### config.mk
export PLATFORM = sky130hd
export DESIGN_NAME = pipeline_hazard_ctrl
export DESIGN_NICKNAME = d
export VERILOG_FILES = /design/src/rtl/pipeline_hazard_ctrl.sv
export SDC_FILE = /design/constraint.sdc
export NUM_CORES = 1
export LEC_CHECK = 0
export ABC_CLOCK_PERIOD_IN_PS = 2400
export BUFFER_PORTS_ARGS = -buffer_cell sky130_fd_sc_hd__buf_2
export CAP_MARGIN = 0
export CORE_ASPECT_RATIO = 1.75
export CORE_MARGIN = 2
export CORE_UTILIZATION = 40
export DETAILED_ROUTE_END_ITERATION = 8
export GPL_TIMING_DRIVEN = 1
export HOLD_SLACK_MARGIN = 0.05
export PLACE_DENSITY = 0.67
export SYNTH_ARGS = -nofsm -noshare
export SYNTH_HDL_FRONTEND = slang
export SYNTH_SLANG_ARGS = --single-unit
### constraint.sdc
create_clock -name clk -period 2.4 [get_ports clk]
set_input_delay 0.24 -clock clk [delete_from_list [all_inputs] [get_ports clk]]
set_output_delay 0.24 -clock clk [all_outputs]
set_load 0.01 [all_outputs]
### src/rtl/pipeline_hazard_ctrl.sv
// -----------------------------------------------------------------------------
// pipeline_hazard_ctrl
//
// Hazard control unit for a five-stage in-order pipeline. It resolves three
// hazard sources and drives stall and flush controls for the stage registers:
//   - data-memory wait (M-stage access not yet acknowledged)
//   - taken branch / jump resolved in E
//   - load-use dependency between the load in E and the sources in D
// A memory access that stays unacknowledged for TIMEOUT consecutive cycles
// locks the unit into an error state. Only reset leaves that state.
// The unit also keeps a saturating count of cycles with any stall asserted.
//
// Parameters
//   TIMEOUT      maximum consecutive data-memory wait cycles before error
//   CNT_W        width of the stall-cycle performance counter
//
// Ports
//   clk          pipeline clock; all state changes on the rising edge
//   rst          asynchronous active-low reset
//   MemReadE     instruction in E is a load
//   RD_E         destination register of the instruction in E
//   Rs1_D        first source register of the instruction in D
//   Rs2_D        second source register of the instruction in D
//   PCSrcE       branch/jump taken, resolved in E
//   dmem_req_M   M-stage data-memory access is valid
//   dmem_ready   data-memory acknowledge
//   StallF       hold the F stage register (PC)
//   StallD       hold the D stage register
//   StallE       hold the E stage register
//   StallM       hold the M stage register
//   FlushD       insert a bubble into the D stage register
//   FlushE       insert a bubble into the E stage register
//   FlushW       insert a bubble into the W stage register
//   mem_err      sticky memory-timeout flag
//   stall_cycles saturating count of cycles with any stall asserted
// -----------------------------------------------------------------------------
module pipeline_hazard_ctrl #(
    parameter int TIMEOUT = 16,
    parameter int CNT_W   = 16
) (
    input  logic             clk,
    input  logic             rst,
    input  logic             MemReadE,
    input  logic [4:0]       RD_E,
    input  logic [4:0]       Rs1_D,
    input  logic [4:0]       Rs2_D,
    input  logic             PCSrcE,
    input  logic             dmem_req_M,
    input  logic             dmem_ready,
    output logic             StallF,
    output logic             StallD,
    output logic             StallE,
    output logic             StallM,
    output logic             FlushD,
    output logic             FlushE,
    output logic             FlushW,
    output logic             mem_err,
    output logic [CNT_W-1:0] stall_cycles
);

    // The wait counter only ever holds 0 .. TIMEOUT-1 before the error state
    // is taken, so ceil(log2(TIMEOUT)) bits are enough.
    localparam int WAIT_W = (TIMEOUT > 1) ? $clog2(TIMEOUT) : 1;
    localparam logic [WAIT_W-1:0] WAIT_LAST = WAIT_W'(TIMEOUT - 1);

    typedef enum logic [1:0] {
        RUN      = 2'd0,
        MEM_WAIT = 2'd1,
        ERR      = 2'd2
    } state_t;

    state_t            state;
    state_t            state_next;
    logic [WAIT_W-1:0] wait_cnt;
    logic [WAIT_W-1:0] wait_cnt_next;
    logic              mem_hold;
    logic              load_use;
    logic              any_stall;

    // Hazard detection. A memory hold is meaningless once the unit has
    // locked up, so it is masked in ERR. A load writing x0 never creates a
    // real dependency, hence the RD_E != 0 term.
    always_comb begin
        mem_hold = (state != ERR) & dmem_req_M & ~dmem_ready;
        load_use = MemReadE & (RD_E != 5'd0) &
                   ((RD_E == Rs1_D) | (RD_E == Rs2_D));
    end

    // Stall/flush generation in strict priority order:
    // ERR > memory hold > taken branch > load-use.
    // While memory holds, the whole front of the pipe freezes and W takes a
    // bubble. A branch seen during the hold is still sitting in the held E
    // register, so it is acted on in the release cycle. During reset every
    // control is forced low, whatever the inputs are doing.
    always_comb begin
        StallF = 1'b0;
        StallD = 1'b0;
        StallE = 1'b0;
        StallM = 1'b0;
        FlushD = 1'b0;
        FlushE = 1'b0;
        FlushW = 1'b0;
        if (!rst) begin
            StallF = 1'b0;
        end else if ((state == ERR) || mem_hold) begin
            StallF = 1'b1;
            StallD = 1'b1;
            StallE = 1'b1;
            StallM = 1'b1;
            FlushW = 1'b1;
        end else if (PCSrcE) begin
            FlushD = 1'b1;
            FlushE = 1'b1;
        end else if (load_use) begin
            StallF = 1'b1;
            StallD = 1'b1;
            FlushE = 1'b1;
        end
        any_stall = StallF | StallD | StallE | StallM;
    end

    // Next-state logic. The wait counter counts consecutive hold cycles
    // starting with the first hold seen in RUN. When the hold that would be
    // number TIMEOUT arrives, the unit moves to ERR. Releasing the hold
    // drops straight back to RUN in the same cycle, so a memory wait adds
    // no latency beyond the hold cycles themselves.
    always_comb begin
        state_next    = state;
        wait_cnt_next = wait_cnt;
        case (state)
            RUN, MEM_WAIT: begin
                if (mem_hold) begin
                    if (wait_cnt == WAIT_LAST) begin
                        state_next    = ERR;
                        wait_cnt_next = '0;
                    end else begin
                        state_next    = MEM_WAIT;
                        wait_cnt_next = wait_cnt + WAIT_W'(1);
                    end
                end else begin
                    state_next    = RUN;
                    wait_cnt_next = '0;
                end
            end
            ERR: begin
                state_next    = ERR;
                wait_cnt_next = '0;
            end
            default: begin
                state_next    = RUN;
                wait_cnt_next = '0;
            end
        endcase
    end

    // State, wait counter, sticky error flag and performance counter.
    // The error flag is set on the edge that enters ERR, so it rises
    // together with the state. The stall counter stops at all-ones
    // instead of wrapping.
    always_ff @(posedge clk or negedge rst) begin
        if (!rst) begin
            state        <= RUN;
            wait_cnt     <= '0;
            mem_err      <= 1'b0;
            stall_cycles <= '0;
        end else begin
            state    <= state_next;
            wait_cnt <= wait_cnt_next;
            if (state_next == ERR) begin
                mem_err <= 1'b1;
            end
            if (any_stall && !(&stall_cycles)) begin
                stall_cycles <= stall_cycles + CNT_W'(1);
            end
        end
    end

endmodule

# [Word-level counts from Yosys, hierarchy flattened]
# Cells that the tools add are included.
[word_totals] regBits=23 in_bits=21 output_inout_bits=24 wordCells=46
[classes] addsub=2 eq_ne=7 n_mux=18 n_bitwise=8 n_reduce_logical=7
[op_table] op="$add A16 B1 Y16 const B" count=1
[op_table] op="$reduce_and A16 Y1" count=1
[op_table] op="$mux W1" count=12
[op_table] op="$mux W4" count=3
[op_table] op="$eq A5 B5 Y1" count=2
[op_table] op="$reduce_bool A5 Y1" count=1
[op_table] op="$add A4 B1 Y4 const B" count=1
[op_table] op="$and A1 B1 Y1" count=4
[op_table] op="$eq A2 B2 Y1 const B" count=2
[op_table] op="$eq A4 B4 Y1 const B" count=1
[op_table] op="$mux W2" count=2
[op_table] op="$pmux W2 S2" count=1
[op_table] op="$or A1 B1 Y1" count=3
[op_table] op="$eq A2 B1 Y1 const B" count=1
[op_table] op="$logic_not A2 Y1" count=1
[op_table] op="$ne A2 B2 Y1 const B" count=1
[op_table] op="$reduce_or A2 Y1" count=1
[op_table] op="$logic_and A1 B1 Y1" count=1
[op_table] op="$logic_not A1 Y1" count=1
[op_table] op="$logic_or A1 B1 Y1" count=1
[op_table] op="$not A1 Y1" count=1

# [Logic depth before layout (Yosys ltp)]
# Gate-level depths: netlist (run 1).
[logic_depth] depth_word=10 ltp_mapped=9 mapped_depth_nobuf=7

# [Worst setup path before layout (run 1)]
# Ideal clock, no wire load.
[synth_timing] path_type="input to output" startpoint="in RD_E[1]" endpoint="out StallF" t_arrival_ps=1635 required_time_ps=2160 slack_ps=525 path_stages=5 n_path_buf=1 cell_sequence="or4_1 o21a_2 a31oi_4 and2b_2 buf_4"
[synth_between] elab_chain_len=7 elab_cells_between_ends=10 cone_classes="2 x eq/ne; 4 x mux; 3 x bitwise; 1 x reduce/logical"
[synth_lines] element="start, declared" line="44" rtl="input logic [4:0] RD_E,"
[synth_lines] element="$eq A5 B5 Y1 / $reduce_bool A5 Y1 (equally long branches)" line="86, 85"
[synth_lines] element="$or A1 B1 Y1 / $and A1 B1 Y1 (equally long branches)" line="86, 85"
[synth_lines] element="$and A1 B1 Y1 (*)" line="85" rtl="load_use = MemReadE & (RD_E != 5'd0) &"
[synth_lines] element="$mux W1 (*) (4 in a row)"
[synth_lines] element="end, declared" line="50" rtl="output logic StallF,"
# Every way passes the cells marked *; elsewhere a longest branch is shown, timed or not.

# [Worst setup path in the final report (run 1)]
[layout_timing] startpoint="reg state[1]" endpoint="out StallF"
[layout_between] elab_chain_len=6 elab_cells_between_ends=7 cone_classes="2 x eq/ne; 2 x mux; 2 x bitwise; 1 x reduce/logical"
[layout_lines] element="start, declared" line="72" rtl="state_t state;"
[layout_lines] element="start signal, assigned" line="167" rtl="state <= state_next;"
[layout_lines] element="$ne A2 B2 Y1" line="84" rtl="mem_hold = (state != ERR) & dmem_req_M & ~dmem_ready;"
[layout_lines] element="$and A1 B1 Y1 (2 in a row)" line="84"
[layout_lines] element="$logic_or A1 B1 Y1 (*)" line="105" rtl="end else if ((state == ERR) || mem_hold) begin"
[layout_lines] element="$mux W1 (*)" line="105"
[layout_lines] element="$mux W1 (*)" line="103" rtl="if (!rst) begin"
# Marked as above.

==> impl_metrics.json, run 1 <==
{
  "crit_family": "compound AO/OA/AOI/OAI gates",
  "crit_fanout": 7,
  "path_cells": "inv_1, a2bb2oi_1, inv_1, a31oi_4, and2b_2, buf_2",
  "grt_setup_unrepaired": "false",
  "coreArea_mm2": 0.00307,
  "seq_power_share_pct": 48.7,
  "ant_nets": 0,
  "area_growth_pct": 24.5,
  "slew_headroom_pct": 75.4,
  "syn_area_mm2": 0.00126,
  "p_sw_mw": 0.341,
  "finalCritPeriodShare_pct": 86.2,
  "die_x_um": 46.5,
  "r2r-end": "stall_cycles[14]",
  "cp.required_ns": 2.16,
  "netlist_instances": 126,
  "synth.distinct_cells": 30,
  "cap_violations": 0,
  "synthTopCellsByArea": "dfrtp_1 46%, xnor2_1 14%, xor2_1 4.9%, nand3_1 4.8%, nand2_1 3.0%",
  "critPathBufInv": 3,
  "die-height_um": 78.3,
  "clkSlewWorstSetupHoldPaths_ns": 0.08,
  "ctsHtreeMaxLevel": 1,
  "place.gp.congestion": 0.755,
  "remaining_drc_errors": 0,
  "final_net_count": 195,
  "rrSetupSlack_ns": 0.56,
  "synth_edf_count": 0,
  "ys_ff_latch": 23,
  "fmax_mhz": 483,
  "syn_area_per_cell_um2": 10.0,
  "tightest_slew_ns": 0.366,
  "grt_max_degree": 23,
  "irDropWorstVdd_v": 0.000412,
  "drtPass1Iterations": 4,
  "cts_tree": "built",
  "die-area_mm2": 0.00364,
  "yosys_warnings": 0,
  "io_pins": 45,
  "grt_pass1_wl_um": 4600,
  "cts_buffers": 3,
  "port_buffers": 44,
  "drv_slew": 0,
  "crit_type": "reg -> out",
  "initialDrtViolationCount": 40,
  "multi_input_area_um2": 633,
  "grt_pass1_vias": 1077,
  "cp_slowest_cell": "dfrtp_1",
  "r2r_start": "stall_cycles[0]",
  "avgViaCountPerCell": 4.90,
  "comb_power_share_pct": 28.8,
  "cpMostUsedCell": "inv_1",
  "p_clk_share_pct": 22.6,
  "grt.overflow.total": 0,
  "worst-endpoint-arrival_ns": 1.83,
  "start_util_pct": 41.1,
  "regArea_um2": 576,
  "routed_wl_um": 2730,
  "max_stage_delay_ns": 0.37,
  "nFillCells": 296,
  "rows": 27,
  "holdPathStages": 3,
  "tns_ns": 0,
  "clk_latency_ns": 0.26,
  "synth_top_area_share_pct": 45.6,
  "drive_gt1_share_pct": 32.2,
  "min_path_type": "in -> reg",
  "synth_top_area_cell": "dfrtp_1",
  "antenna_cells": 0,
  "antenna_found_initial": 0,
  "r2r.worst_path.cells": 7,
  "min_from": "dmem_req_M",
  "dp_hpwl_um": 2160,
  "swShare_pct": 32.6,
  "p_leak_nw": 0.775,
  "start_kind": "register",
  "ys_seq_area_share_pct": 45.6,
  "wl_per_cell_um": 12.7,
  "clockBufferDepth": 2,
  "status": "complete, no violations",
  "cts_sinks": 23,
  "place_area_mm2": 0.00152,
  "setup_viol": 0,
  "fin_area_mm2": 0.00157,
  "synth_fp_nets": 149,
  "fin_skew_ns": 0.000879,
  "p_int_mw": 0.706,
  "vias": 1048,
  "critPathCaptureType": "primary output",
  "cts-root-buf": "clkbuf_8",
  "hold_path_end": "wait_cnt[2]",
  "final.min_clock_period_ns": 2.07,
  "finalHoldViolations": 0,
  "power_density_mw_per_mm2": 666,
  "async_flop_share_pct": 100,
  "track_usage_pct": 16.9,
  "synthFlopType": "dfrtp_1"
}
[flip-flops by register name, summed over array words and instances, names as in the netlist]
register	cells
state	2
wait_cnt	4
stall_cycles	16
mem_err	1
[per-stage QoR]
| stage | cells | setup WS [ns] | utilization [%] | hold slack [ns] | power (mW) |
|---|---|---|---|---|---|
| floorplan | 126 | 0.525 | - | -0.0556 | 0.685 |
| global placement | 209 | 0.368 | 49.3 | 0.0766 | 0.812 |
| detailed placement | 209 | 0.345 | 49.3 | 0.0853 | 0.820 |
| CTS | 214 | 0.288 | 51.1 | 0.276 | 1.06 |
| global route | 214 | 0.221 | 51.1 | 0.276 | 1.12 |
| finish | 214 | 0.330 | 51.1 | 0.280 | 1.05 |
[synthesized netlist by cell type (2+ instances only)]
library cell / number
o22ai_1: 2
and3_1: 3
nor2_1: 7
nand4_1: 6
nand2_1: 10
nor3_1: 5
dfrtp_1: 23
ha_1: 2
xor2_1: 7
and2_1: 3
nor2b_1: 2
clkbuf_1: 2
buf_4: 3
xnor2_1: 20
nand3_1: 12
inv_1: 5
[cell families (layout without fill, tap and decap cells)]
logic type | after synthesis | count (layout) | synth area share, %
AND/OR/NAND/NOR | 55 | 55 | 23.0
XOR/XNOR | 27 | 27 | 18.7
flip-flops | 23 | 23 | 45.6
buffers and inverters | 11 | 56 | 4.26
AO/OA/AOI/OAI | 7 | 7 | 5.25
adder cells (fa/ha/maj) | 2 | 2 | 1.98
multiplexers | 1 | 1 | 1.19
[worst register-to-register path, cell delays in order (launching register included)]
cell and delay, ns:
dfrtp_1 0.42, ha_1 0.23, nand2_1 0.06, nor3_1 0.07
nor4b_1 0.32, a41o_1 0.32, nand4_1 0.17, xnor2_1 0.15
[placed cells by master (no fill, tap or decap), types with 2 or more instances in the layout]
| cell | n |
|---|---|
| buf_4 | 2 |
| nor2_1 | 7 |
| nor2b_1 | 2 |
| ha_1 | 2 |
| o22ai_1 | 2 |
| and3_1 | 3 |
| nand2_1 | 10 |
| xor2_1 | 7 |
| nor3_1 | 5 |
| inv_1 | 5 |
| nand4_1 | 6 |
| xnor2_1 | 20 |
| and2_1 | 3 |
| buf_2 | 44 |
| clkbuf_8 | 3 |
| dfrtp_1 | 23 |
| nand3_1 | 12 |
[power groups by stage]
stage	logic (mW)	clock network [mW]	registers [mW]
6_report	0.301	0.236	0.509
5_1_grt	0.339	0.262	0.523
4_1_cts	0.308	0.244	0.510
3_5_place_dp	0.303	0	0.517
3_3_place_gp	0.297	0	0.516
2_1_floorplan	0.150	0	0.535
[area by class of cell]
class / instances / share of cell area [%]
multi-input cells: 92 / 40.3
flip-flops and latches: 23 / 36.6
repair buffers: 47 / 15.6
well taps: 43 / 3.42
clock buffers: 4 / 2.87
inverters: 5 / 1.19
[worst max-delay path by stage]
stage                         to      from  slack, ns  depth (start not counted)
after floorplan           StallF   RD_E[1]       0.53                          5
after global placement    StallF   RD_E[1]       0.37                          6
after detailed placement  StallF   RD_E[1]       0.35                          6
after CTS                 StallF  state[1]       0.29                          6
after global routing      StallD  state[1]       0.22                          6
final                     StallF  state[1]       0.33                          6
[what timing repair did]
action	4_1_cts	5_1_grt
resized for setup	0	0
endpoints found under the hold margin	5	0
setup endpoints to repair	0	0
hold buffers	1	0
buffers inserted	0	0
[per-layer routing]
layer / global-route usage (%) / share of wire [%] / vias to the layer above
met5: 0 / 0 / -
met4: 5.14 / 0.99 / 0
met3: 2.07 / 3.4 / 4
met2: 31.4 / 57 / 24
met1: 18.5 / 39 / 506
li1: - / - / 514
Power figures use the tool's default switching activity.
==> run 2, diff against run 1 <==
CAP_MARGIN = default   (was 0)
RECOVER_POWER = 25   (was default)
==> run 2 against run 1 <==
Compared with the run above:
- core utilization hardly changed
- global-route usage stayed put
- clock skew hardly changed
- sequential share of layout area hardly changed
==> impl_metrics.json, run 2 (synthesis results as in run 1) <==
{
  "vias": 1047,
  "setup_viol": 0,
  "wl_per_cell_um": 12.7,
  "cts_buffers": 3,
  "postCtsSetupBuffers": 0,
  "cap_violations": 0,
  "power_density_mw_per_mm2": 666,
  "clockBufferDepth": 2,
  "p_leak_nw": 0.772,
  "port_buffers": 44,
  "fin_skew_ns": 0.000879,
  "grt_setup_unrepaired": "false",
  "top_regs": "stall_cycles: 16 flops, wait_cnt: 4 flops, state: 2 flops",
  "drv_slew": 0,
  "seq_power_share_pct": 48.7,
  "p_int_mw": 0.705,
  "cp.required_ns": 2.16,
  "ctsHtreeMaxLevel": 1,
  "startpoint": "rst",
  "mostFrequentLayoutCells": "43 x buf_2, 23 x dfrtp_1, 20 x xnor2_1, 12 x nand3_1, 10 x nand2_1",
  "cts_tree": "built",
  "power_mw": 1.05,
  "antenna_found_initial": 0,
  "start_util_pct": 41.1,
  "path_cells": "dlygate4sd3_1, clkbuf_1, buf_4, nand2_1, nor2_1, buf_2",
  "dp_hpwl_um": 2160,
  "die-height_um": 78.3,
  "area_growth_pct": 24.4,
  "remaining_drc_errors": 0,
  "hold_slack_ns": 0.280,
  "max_stage_delay_ns": 0.52,
  "cts_sinks": 23,
  "die-area_mm2": 0.00364,
  "initialDrtViolationCount": 40,
  "grt.overflow.total": 0,
  "clk_latency_ns": 0.26,
  "pre_cts_slack_ns": 0.345,
  "avgViaCountPerCell": 4.89,
  "final_net_count": 195,
  "min_path_type": "in -> reg",
  "drive_gt1_share_pct": 31.6,
  "antenna_cells": 0,
  "clkSlewWorstSetupHoldPaths_ns": 0.08,
  "r2r_start": "stall_cycles[0]",
  "largest_reg_flops": 16,
  "tightest_slew_ns": 0.404,
  "final.min_clock_period_ns": 2.08,
  "finalHoldViolations": 0,
  "track_usage_pct": 16.9,
  "rrSetupSlack_ns": 0.56,
  "comb_power_share_pct": 28.7,
  "r2r-end": "stall_cycles[14]",
  "io_pins": 45,
  "ant_nets": 0,
  "p_sw_mw": 0.341,
  "drtPass1Iterations": 4,
  "tns_ns": 0,
  "p_clk_share_pct": 22.6,
  "status": "complete, no violations",
  "grt_max_degree": 23,
  "grt_pass1_wl_um": 4600,
  "worst-endpoint-arrival_ns": 1.84,
  "place.gp.congestion": 0.755,
  "grt_pass1_vias": 1077,
  "slew_headroom_pct": 73.1,
  "fin_cells": 214,
  "top_register": "stall_cycles",
  "start_kind": "primary input",
  "swShare_pct": 32.6,
  "irDropWorstVdd_v": 0.000412,
  "coreArea_mm2": 0.00307,
  "ctsResizeCount": 0,
  "r2r.worst_path.cells": 7,
  "dp_cells": 209,
  "finalCritPeriodShare_pct": 86.5,
  "critPathCapture": "FlushE",
  "routed_wl_um": 2720,
  "setup_ws_ns": 0.323,
  "cp_slowest_cell": "dlygate4sd3_1",
  "fmax_mhz": 482,
  "crit_fanout": 22,
  "final_common_cell": "buf_2",
  "die_x_um": 46.5,
  "critPathCaptureType": "primary output",
  "cts-root-buf": "clkbuf_8",
  "crit_type": "in -> out",
  "rows": 27
}
[run 2: cell types whose count changed in the layout (fill, tap and decap cells not counted), sizes merged]
cell / delta
buf: -1
clkbuf: +1
[run 2: layout make-up]
class | instances | area [µm²]
clock buffers | 4 | 45.0
fillers | 297 | 1500
inverters | 5 | 18.8
multi-input cells | 92 | 633
flip-flops and latches | 23 | 576
well taps | 43 | 53.8
repair buffers | 47 | 244
[run 2: per-layer routing]
layer  share of wire, %  vias up  GRT usage (%)
met5                  0        -              0
met4               0.99        0           5.14
met3                3.3        4           2.07
li1                   -      514              -
met2                 57       24           31.4
met1                 39      505           18.5
[run 2: repair_timing]
action / 4_1_cts / 5_1_grt
hold buffers: 1 / 0
setup endpoints to repair: 0 / 0
endpoints found under the hold margin: 5 / 0
[run 2: worst max-delay path, delay by kind of cell]
family | cells | cell delay [ns]
buffers and inverters | 4 | 1.35
AND/OR/NAND/NOR | 2 | 0.24
[run 2: power by group through the flow]
| stage | Clock, mW | Sequential, mW | Combinational, mW |
|---|---|---|---|
| after CTS | 0.244 | 0.510 | 0.308 |
| after floorplan | 0 | 0.535 | 0.150 |
| final | 0.236 | 0.509 | 0.301 |
| after global placement | 0 | 0.516 | 0.297 |
| after detailed placement | 0 | 0.517 | 0.303 |
| after global routing | 0.262 | 0.523 | 0.339 |
[run 2: through the flow]
step                area, µm²  utilization, %
detailed placement       1520            49.3
floorplan                1260               -
global placement         1520            49.3
finish                   1570            51.1
global route             1570            51.1
CTS                      1570            51.1
[run 2: worst min path at each step]
stage,from,to,slack [ns],cells past startpoint
2_1_floorplan,rst,mem_err,-0.06,0
3_3_place_gp,rst,stall_cycles[15],0.08,1
3_5_place_dp,rst,stall_cycles[10],0.09,1
4_1_cts,dmem_req_M,wait_cnt[2],0.28,3
5_1_grt,dmem_req_M,wait_cnt[2],0.28,3
6_report,dmem_req_M,wait_cnt[2],0.28,3
